`config.mk`:
```
export PLATFORM = sky130hd
export DESIGN_NAME = alu_share_arbiter
export DESIGN_NICKNAME = d
export VERILOG_FILES = /design/src/rtl/alu_arb_pkg.sv /design/src/rtl/rr_arbiter.sv /design/src/rtl/alu_share_arbiter.sv
export SDC_FILE = /design/constraint.sdc
export NUM_CORES = 1
export LEC_CHECK = 0
export ABC_AREA = 0
export CAP_MARGIN = 20
export CORE_MARGIN = 2
export CORE_UTILIZATION = 30
export CTS_BUF_LIST = sky130_fd_sc_hd__clkbuf_16
export CTS_CLUSTER_SIZE = 25
export DETAILED_ROUTE_END_ITERATION = 6
export HOLD_SLACK_MARGIN = 0.06
export PLACE_DENSITY = 0.62
export SLEW_MARGIN = 20
export SYNTH_ARGS = -nofsm -noshare
export SYNTH_HDL_FRONTEND = slang
export SYNTH_SLANG_ARGS = --single-unit
```
`constraint.sdc`:
```
create_clock -name clk -period 1.76 [get_ports clk]
set_clock_uncertainty 0.1 [all_clocks]
set_input_delay 0.264 -clock clk [delete_from_list [all_inputs] [get_ports clk]]
set_output_delay 0.264 -clock clk [all_outputs]
set_load 0.03 [all_outputs]
```
`src/rtl/alu_arb_pkg.sv`:
```
// Shared ALU_OP encoding, widths and FSM state for the ALU share arbiter.
// ALU_OP layout: {FUN[6:4], OP[3:2] class, OP[1:0] sub-code}.
package alu_arb_pkg;

  localparam int OP_W   = 7;
  localparam int DATA_W = 8;

  // OP[3:2] instruction class
  localparam logic [1:0] ALU_CAL     = 2'b00;
  localparam logic [1:0] ALU_IMM     = 2'b01;
  localparam logic [1:0] BRANCH      = 2'b10;
  localparam logic [1:0] BRANCH_JUMP = 2'b11;

  // OP[1:0] sub-code for ALU_CAL / ALU_IMM
  localparam logic [1:0] NUM_CAL = 2'b00;
  localparam logic [1:0] BIN_CAL = 2'b01;

  // FUN codes; NUM_CAL code 3 is left undefined in the ALU
  localparam logic [2:0] ADD = 3'd0;
  localparam logic [2:0] SUB = 3'd1;
  localparam logic [2:0] MUL = 3'd2;
  localparam logic [2:0] AND = 3'd0;
  localparam logic [2:0] OR  = 3'd1;
  localparam logic [2:0] XOR = 3'd2;
  localparam logic [2:0] BEQ = 3'd0;
  localparam logic [2:0] BNE = 3'd1;
  localparam logic [2:0] JAL = 3'd0;

  typedef enum logic [1:0] {IDLE, EXEC, RESP} arb_state_e;

  function automatic logic [OP_W-1:0] mk_op(input logic [2:0] fun, input logic [1:0] cls,
                                            input logic [1:0] sub);
    return {fun, cls, sub};
  endfunction

endpackage

```
`src/rtl/rr_arbiter.sv`:
```
// One-hot grant over a request vector, searching from ptr+1 round-robin.
// With ALU_ARB_FIXED_PRIO_EN defined: lowest index wins and there is no ptr port.
module rr_arbiter #(
  parameter int NUM_REQ = 2,
  parameter int IDX_W   = $clog2(NUM_REQ)
) (
  input  logic [NUM_REQ-1:0] req,
`ifndef ALU_ARB_FIXED_PRIO_EN
  input  logic [IDX_W-1:0]   ptr,
`endif
  output logic [NUM_REQ-1:0] gnt,
  output logic [IDX_W-1:0]   gnt_idx
);

  logic             found;
  logic [IDX_W-1:0] sel;

`ifdef ALU_ARB_FIXED_PRIO_EN
  always_comb begin
    gnt     = '0;
    gnt_idx = '0;
    found   = 1'b0;
    sel     = '0;
    for (int k = 0; k < NUM_REQ; k++) begin
      sel = IDX_W'(k);
      if (!found && req[sel]) begin
        gnt[sel] = 1'b1;
        gnt_idx  = sel;
        found    = 1'b1;
      end
    end
  end
`else
  always_comb begin
    gnt     = '0;
    gnt_idx = '0;
    found   = 1'b0;
    sel     = '0;
    // first candidate is the one after the last winner
    for (int k = 1; k <= NUM_REQ; k++) begin
      sel = IDX_W'((int'(ptr) + k) % NUM_REQ);
      if (!found && req[sel]) begin
        gnt[sel] = 1'b1;
        gnt_idx  = sel;
        found    = 1'b1;
      end
    end
  end
`endif

endmodule

```
`src/rtl/alu_share_arbiter.sv`:
```
// Shares one combinational ALU between NUM_REQ requesters: IDLE grant -> EXEC -> RESP.
// Build option ALU_ARB_FIXED_PRIO_EN swaps round-robin for fixed lowest-index priority.
module alu_share_arbiter #(
  parameter int NUM_REQ = 2,
  parameter int DATA_W  = 8,
  parameter int OP_W    = 7
) (
  input  logic                      clk,
  input  logic                      rst_n,
  input  logic [NUM_REQ-1:0]        req_valid,
  output logic [NUM_REQ-1:0]        req_ready,
  input  logic [NUM_REQ*OP_W-1:0]   req_op,
  input  logic [NUM_REQ*DATA_W-1:0] req_a,
  input  logic [NUM_REQ*DATA_W-1:0] req_b,
  output logic [NUM_REQ-1:0]        rsp_valid,
  input  logic [NUM_REQ-1:0]        rsp_ready,
  output logic [DATA_W-1:0]         rsp_data,
  output logic                      rsp_branch,
  output logic                      busy,
  output logic [OP_W-1:0]           alu_op,
  output logic [DATA_W-1:0]         alu_r0,
  output logic [DATA_W-1:0]         alu_r1,
  input  logic [DATA_W-1:0]         alu_result,
  input  logic                      alu_branch
);
  import alu_arb_pkg::*;

  localparam int IDX_W = $clog2(NUM_REQ);

  arb_state_e                        state;
  logic [IDX_W-1:0]                  owner;
  logic [NUM_REQ-1:0]                gnt;
  logic [IDX_W-1:0]                  gnt_idx;
  logic [NUM_REQ-1:0][OP_W-1:0]      op_v;
  logic [NUM_REQ-1:0][DATA_W-1:0]    a_v;
  logic [NUM_REQ-1:0][DATA_W-1:0]    b_v;

  assign op_v = req_op;
  assign a_v  = req_a;
  assign b_v  = req_b;

`ifdef ALU_ARB_FIXED_PRIO_EN
  rr_arbiter #(.NUM_REQ(NUM_REQ), .IDX_W(IDX_W)) u_arb (
    .req     (req_valid),
    .gnt     (gnt),
    .gnt_idx (gnt_idx)
  );
`else
  logic [IDX_W-1:0] ptr;

  rr_arbiter #(.NUM_REQ(NUM_REQ), .IDX_W(IDX_W)) u_arb (
    .req     (req_valid),
    .ptr     (ptr),
    .gnt     (gnt),
    .gnt_idx (gnt_idx)
  );

  always_ff @(posedge clk or negedge rst_n)
    if (!rst_n)                      ptr <= IDX_W'(NUM_REQ - 1);
    else if (state == IDLE && |gnt)  ptr <= gnt_idx;
`endif

  // rst_n gate keeps req_ready low while reset is held even though state already reads IDLE
  assign req_ready = (state == IDLE && rst_n) ? gnt : '0;
  assign busy      = (state != IDLE);

  always_comb begin
    rsp_valid = '0;
    if (state == RESP) rsp_valid[owner] = 1'b1;
  end

  always_ff @(posedge clk or negedge rst_n) begin
    if (!rst_n) begin
      state      <= IDLE;
      owner      <= '0;
      alu_op     <= '0;
      alu_r0     <= '0;
      alu_r1     <= '0;
      rsp_data   <= '0;
      rsp_branch <= 1'b0;
    end else begin
      case (state)
        IDLE: if (|gnt) begin
          alu_op <= op_v[gnt_idx];
          alu_r0 <= a_v[gnt_idx];
          alu_r1 <= b_v[gnt_idx];
          owner  <= gnt_idx;
          state  <= EXEC;
        end
        EXEC: begin
          rsp_data   <= alu_result;
          rsp_branch <= alu_branch;
          state      <= RESP;
        end
        RESP: if (rsp_ready[owner]) state <= IDLE;
        default: state <= IDLE;
      endcase
    end
  end

endmodule

```
* Word-level counts from Yosys, hierarchy flattened
Cells that the tools add are included.
** Word-level totals
- Register bits after elaboration :: 36
- Input port bits :: 61
- Word-level logic and storage cells :: 62
** Operators by class
- Add/sub/neg operators :: 2
- Magnitude comparators :: 7
- Equality and inequality tests :: 4
- Multiplexer cells :: 28
- Bitwise operators :: 1
- Reductions and logical operators :: 12
** Operator list (number)
- 8-bit two-way mux :: 4
- 7-bit two-way mux :: 2
- 1-bit two-way mux :: 12
- 2-bit two-way mux :: 6
- 1-bit by 2-bit < comparator with 1-bit output, second input constant :: 4
- 1-bit logical AND :: 6
- 2-bit one-hot mux with 3 select lines :: 1
- 2-bit by 1-bit inequality test with 1-bit output, second input constant :: 2
- 2-bit AND reduction :: 2
- 1-bit demux with 1-bit select :: 3
- 1-bit >= comparator, second input constant :: 3
- 1-bit adder, second input constant :: 2
- 2-bit by 1-bit equality test with 1-bit output, second input constant :: 1
- 2-bit equality test, second input constant :: 1
- 2-bit zero test :: 1
- 2-bit bitwise OR :: 1
- 2-bit nonzero test :: 1
- 2-bit OR reduction :: 1
- 1-bit zero test :: 1

* Longest topological paths before layout
- Depth after elaboration :: 11
- Depth in mapped cells :: 6

* By module
From an unflattened synthesis, not the netlist that was laid out.
** Second synthesis, totals
- Cells, all modules :: 116
- Area total of the unflattened synthesis :: 1876.8 µm²
** Modules (own cells, without submodules)
- alu_share_arbiter :: times used 1, cells an instance 112, area each 1850.5 µm², seq. area each 902.1 µm²
- rr_arbiter :: times used 1, cells an instance 4, area each 26.3 µm², seq. area each 0.0 µm²

* Worst setup path before layout
No wires, ideal clock.
- Kind :: reg-to-output
- Start :: register ptr
- End :: output req_ready[1]
- Arrival time :: 1.225 ns
- Slack :: 0.171 ns
- Stages on the path, launching flop included :: 4
- Path through :: dfstp_2 -> a21boi_1 -> buf_2 -> and3_1
** On the way
- Cells in the longest elaborated chain, start to end :: 9
- Elaborated cells between the ends (all ways) :: 23
** Ends and longest elaborated chain
- start: declaration :: RTL line alu_share_arbiter.sv:49 : logic [IDX_W-1:0] ptr;
- start signal: assignment :: RTL line alu_share_arbiter.sv:59 : if (!rst_n) ptr <= IDX_W'(NUM_REQ - 1);
- start signal: assignment :: RTL line alu_share_arbiter.sv:60 : else if (state == IDLE && |gnt) ptr <= gnt_idx;
- 1-bit adder :: RTL line rr_arbiter.sv:41 : sel = IDX_W'((int'(ptr) + k) % NUM_REQ);
- 1-bit by 2-bit < comparator with 1-bit output (not written as such) or 1-bit >= comparator (tied branches) :: RTL line rr_arbiter.sv:43 : gnt[sel] = 1'b1;
- 1-bit logical AND (not written as such) :: RTL line rr_arbiter.sv:43
- 1-bit two-way mux (not written as such) :: RTL line rr_arbiter.sv:43
- 1-bit demux with 1-bit select
- 2-bit two-way mux :: RTL line rr_arbiter.sv:42 : if (!found && req[sel]) begin
- 2-bit bitwise OR (no source line)
- 2-bit two-way mux (*) :: RTL line rr_arbiter.sv:42
- 2-bit two-way mux (*) :: RTL line alu_share_arbiter.sv:64 : assign req_ready = (state == IDLE && rst_n) ? gnt : '0;
- end: declaration :: RTL line alu_share_arbiter.sv:11 : output logic [NUM_REQ-1:0] req_ready,
Mark *: on every way between the ends. The rest lies on a longest branch, timed or not. The select of a mux whose other input is x is not followed.

* Worst setup path in the final report
- Start :: input req_valid[1]
- End :: output req_ready[1]
** On the way
- Cells in the longest elaborated chain, start to end :: 7
- Elaborated cells between the ends (all ways) :: 11
** Ends and longest elaborated chain
- start: declaration :: RTL line alu_share_arbiter.sv:10 : input logic [NUM_REQ-1:0] req_valid,
- 1-bit two-way mux (not written as such) (2 in a row) :: RTL line rr_arbiter.sv:42
- 1-bit two-way mux :: RTL line rr_arbiter.sv:42
- 1-bit zero test :: RTL line rr_arbiter.sv:42
- 1-bit logical AND :: RTL line rr_arbiter.sv:42
- 2-bit two-way mux (*) :: RTL line rr_arbiter.sv:42
- 2-bit two-way mux (*) :: RTL line alu_share_arbiter.sv:64
Marks and branches as above.

==> flow_summary.json <==
{
  "outcome": "completed",
  "die_area_um2": 6194,
  "gr-total-overflow": 0,
  "postRouteAntennaNets": 0,
  "drcViolationCount": 0,
  "synth_edf_count": 0,
  "startpoint": "req_valid[1]",
  "total_power_mw": 5.590,
  "cp-endpoint": "req_ready[1]",
  "area_delta_synth_final_pct": 75.71,
  "setup_violations": 0,
  "syn_inst": 170,
  "antenna_found_initial": 0,
  "fin_crit_sh_pct": 97.01,
  "synth.net_count": 231,
  "place_ws_ns": -0.001786,
  "multi_input_area_um2": 683.2,
  "vias": 1633,
  "seqCellArea_um2": 902.1,
  "r2r-start": "state[1]",
  "clock_sinks": 36,
  "leakagePower_nw": 1.225,
  "vias_per_cell": 4.706,
  "cts_made_buffers": 5,
  "tns_ns": 0,
  "startpoint_type": "input port",
  "worstSetupPathType": "input port to primary output",
  "mostFrequentLayoutCells": "clkdlybuf4s50_1, nand2_1, dfrtp_1",
  "portBuffers": 97,
  "wirelength_um": 4709,
  "drtPass1Iterations": 4,
  "worstSkewPairLatency_ns": 0.27,
  "finalWorstSetupSlack_ns": 0.05255,
  "r2r_slack_ns": 0.23,
  "ys_types": 21,
  "powerDensity_nw_per_um2": 1900,
  "routedWlPerCell_um": 13.57,
  "grt_max_degree": 37,
  "ys_seq_area_share_pct": 53.89,
  "grt_pass1_wl_um": 7134,
  "syn_area_per_cell_um2": 9.848,
  "end_kind": "primary output",
  "cts_root_buf": "clkbuf_16",
  "hold_slack_ns": 0.4020,
  "maxCapViolations": 0,
  "r2r_cells": 5,
  "dpl.hpwl_um": 3266,
  "rsz0062_at_grt": "false",
  "cp.required_ns": 1.40,
  "ios": 98,
  "async_flop_share_pct": 100.0,
  "die-width_um": 78.70,
  "fmaxAchievable_mhz": 585.7,
  "fp.coreArea_um2": 5439,
  "arrival_ns": 1.34,
  "std_cell_rows": 27,
  "cts_tree": "built",
  "cts_max_path_buffers": 2,
  "drive_gt1_share_pct": 16.36,
  "tightest_slew_ns": 0.4591,
  "grtUsageTotal_pct": 14.81,
  "ys_seq_elements": 36,
  "slew_headroom_pct": 69.39,
  "maxSlewViolCount": 0,
  "crit_fanout": 5,
  "drtIter0Drc": 87,
  "clk_pin_slew_worst_paths_ns": 0.05,
  "ir_worst_vdd_uv": 793.5,
  "synth_ff_type": "dfrtp_1",
  "period_minus_slack_ns": 1.707,
  "first_global_vias": 1584,
  "worstReg2RegEnd": "alu_r0[5]",
  "antenna_cells": 0,
  "start_util_pct": 30.78,
  "layout.nets": 335,
  "gp_congestion": 0.6898,
  "finalHoldViolCount": 0,
  "die_h_um": 78.70,
  "htreeDepth": 2,
  "layout_commonest_cell": "clkdlybuf4s50_1",
  "nFillCells": 512,
  "synth.cell_area_um2": 1674,
  "yosys_warnings": 0,
  "hold_path_class": "register to register"
}
==> metal layers <==
metal	vias up	GRT usage, %	part of all wire (%)
met3	6	5.682	8.1
met2	64	26.75	50
met4	0	4.386	1.1
li1	800	-	-
met1	763	15.99	41
met5	-	0	0
==> state kept, by name, indices dropped and copies added (netlist names) <==
register	count
ptr	1
alu_op	7
owner	1
state	2
rsp_data	8
alu_r0	8
rsp_branch	1
alu_r1	8
==> Yosys cell counts, types with 2 or more instances <==
library cell | instances | area share [%]
inv_1 | 3 | 0.67
nor2_1 | 3 | 0.67
nand2_1 | 46 | 10
a21oi_1 | 24 | 7.2
clkbuf_1 | 5 | 1.1
dfrtp_1 | 35 | 52
a31oi_2 | 4 | 3.0
buf_2 | 5 | 1.5
a31oi_1 | 20 | 7.5
mux2_2 | 10 | 6.7
buf_6 | 4 | 2.7
nand2b_1 | 2 | 0.75
==> repair_timing <==
action / 4_1_cts / 5_1_grt
buffers inserted: 0 / 4
endpoints found under the setup margin: 5 / 4
hold buffers: 1 / 0
cloned: 0 / 1
pin swaps: 0 / 1
resized for setup: 7 / 4
hold endpoints to repair: 35 / 0
==> worst min-delay path by stage <==
stage | depth (start not counted) | end | startpoint | slack, ns
2_1_floorplan | 0 | alu_op[0] | rst_n | -0.13
3_3_place_gp | 2 | alu_r0[0] | rst_n | 0.27
3_5_place_dp | 2 | alu_r0[0] | rst_n | 0.26
4_1_cts | 1 | rsp_branch | rsp_branch | 0.41
5_1_grt | 1 | rsp_data[3] | rsp_data[3] | 0.42
6_report | 1 | rsp_data[5] | rsp_data[5] | 0.40
==> critical path, cell delays in order <==
cell and delay (ns):
clkdlybuf4s50_1 0.53, a21boi_2 0.23, and3_1 0.17, buf_4 0.15
==> through the flow <==
stage          cell area, µm²  utilization [%]  cells
2_1_floorplan            1674                -    170
3_3_place_gp             2703            49.69    333
3_5_place_dp             2703            49.69    333
4_1_cts                  2894            53.21    342
5_1_grt                  2942            54.08    347
6_report                 2942            54.08    347
==> report_power, final <==
| group | switching, mW | internal, mW | total [mW] |
|---|---|---|---|
| Combinational | 1.68 | 1.41 | 3.09 |
| Sequential | 0.245 | 1.26 | 1.51 |
| Clock | 0.331 | 0.664 | 0.996 |
| Total | 2.25 | 3.34 | 5.59 |
==> cells by family after synthesis <==
family                 Yosys count  share of synthesized area [%]
multiplexers                    10                          6.727
flip-flops                      36                          53.89
AND/OR/NAND/NOR                 54                          13.01
buffers and inverters           17                          5.979
AO/OA/AOI/OAI                   53                          20.40
==> final cells by class <==
type / instances / area share (%)
flip-flops and latches: 36 / 30.67
well taps: 72 / 3.063
multi-input cells: 117 / 23.22
clock inverters: 3 / 1.446
inverters: 3 / 0.3828
repair buffers: 111 / 36.96
clock buffers: 5 / 4.254
Power figures use the tool's default switching activity.
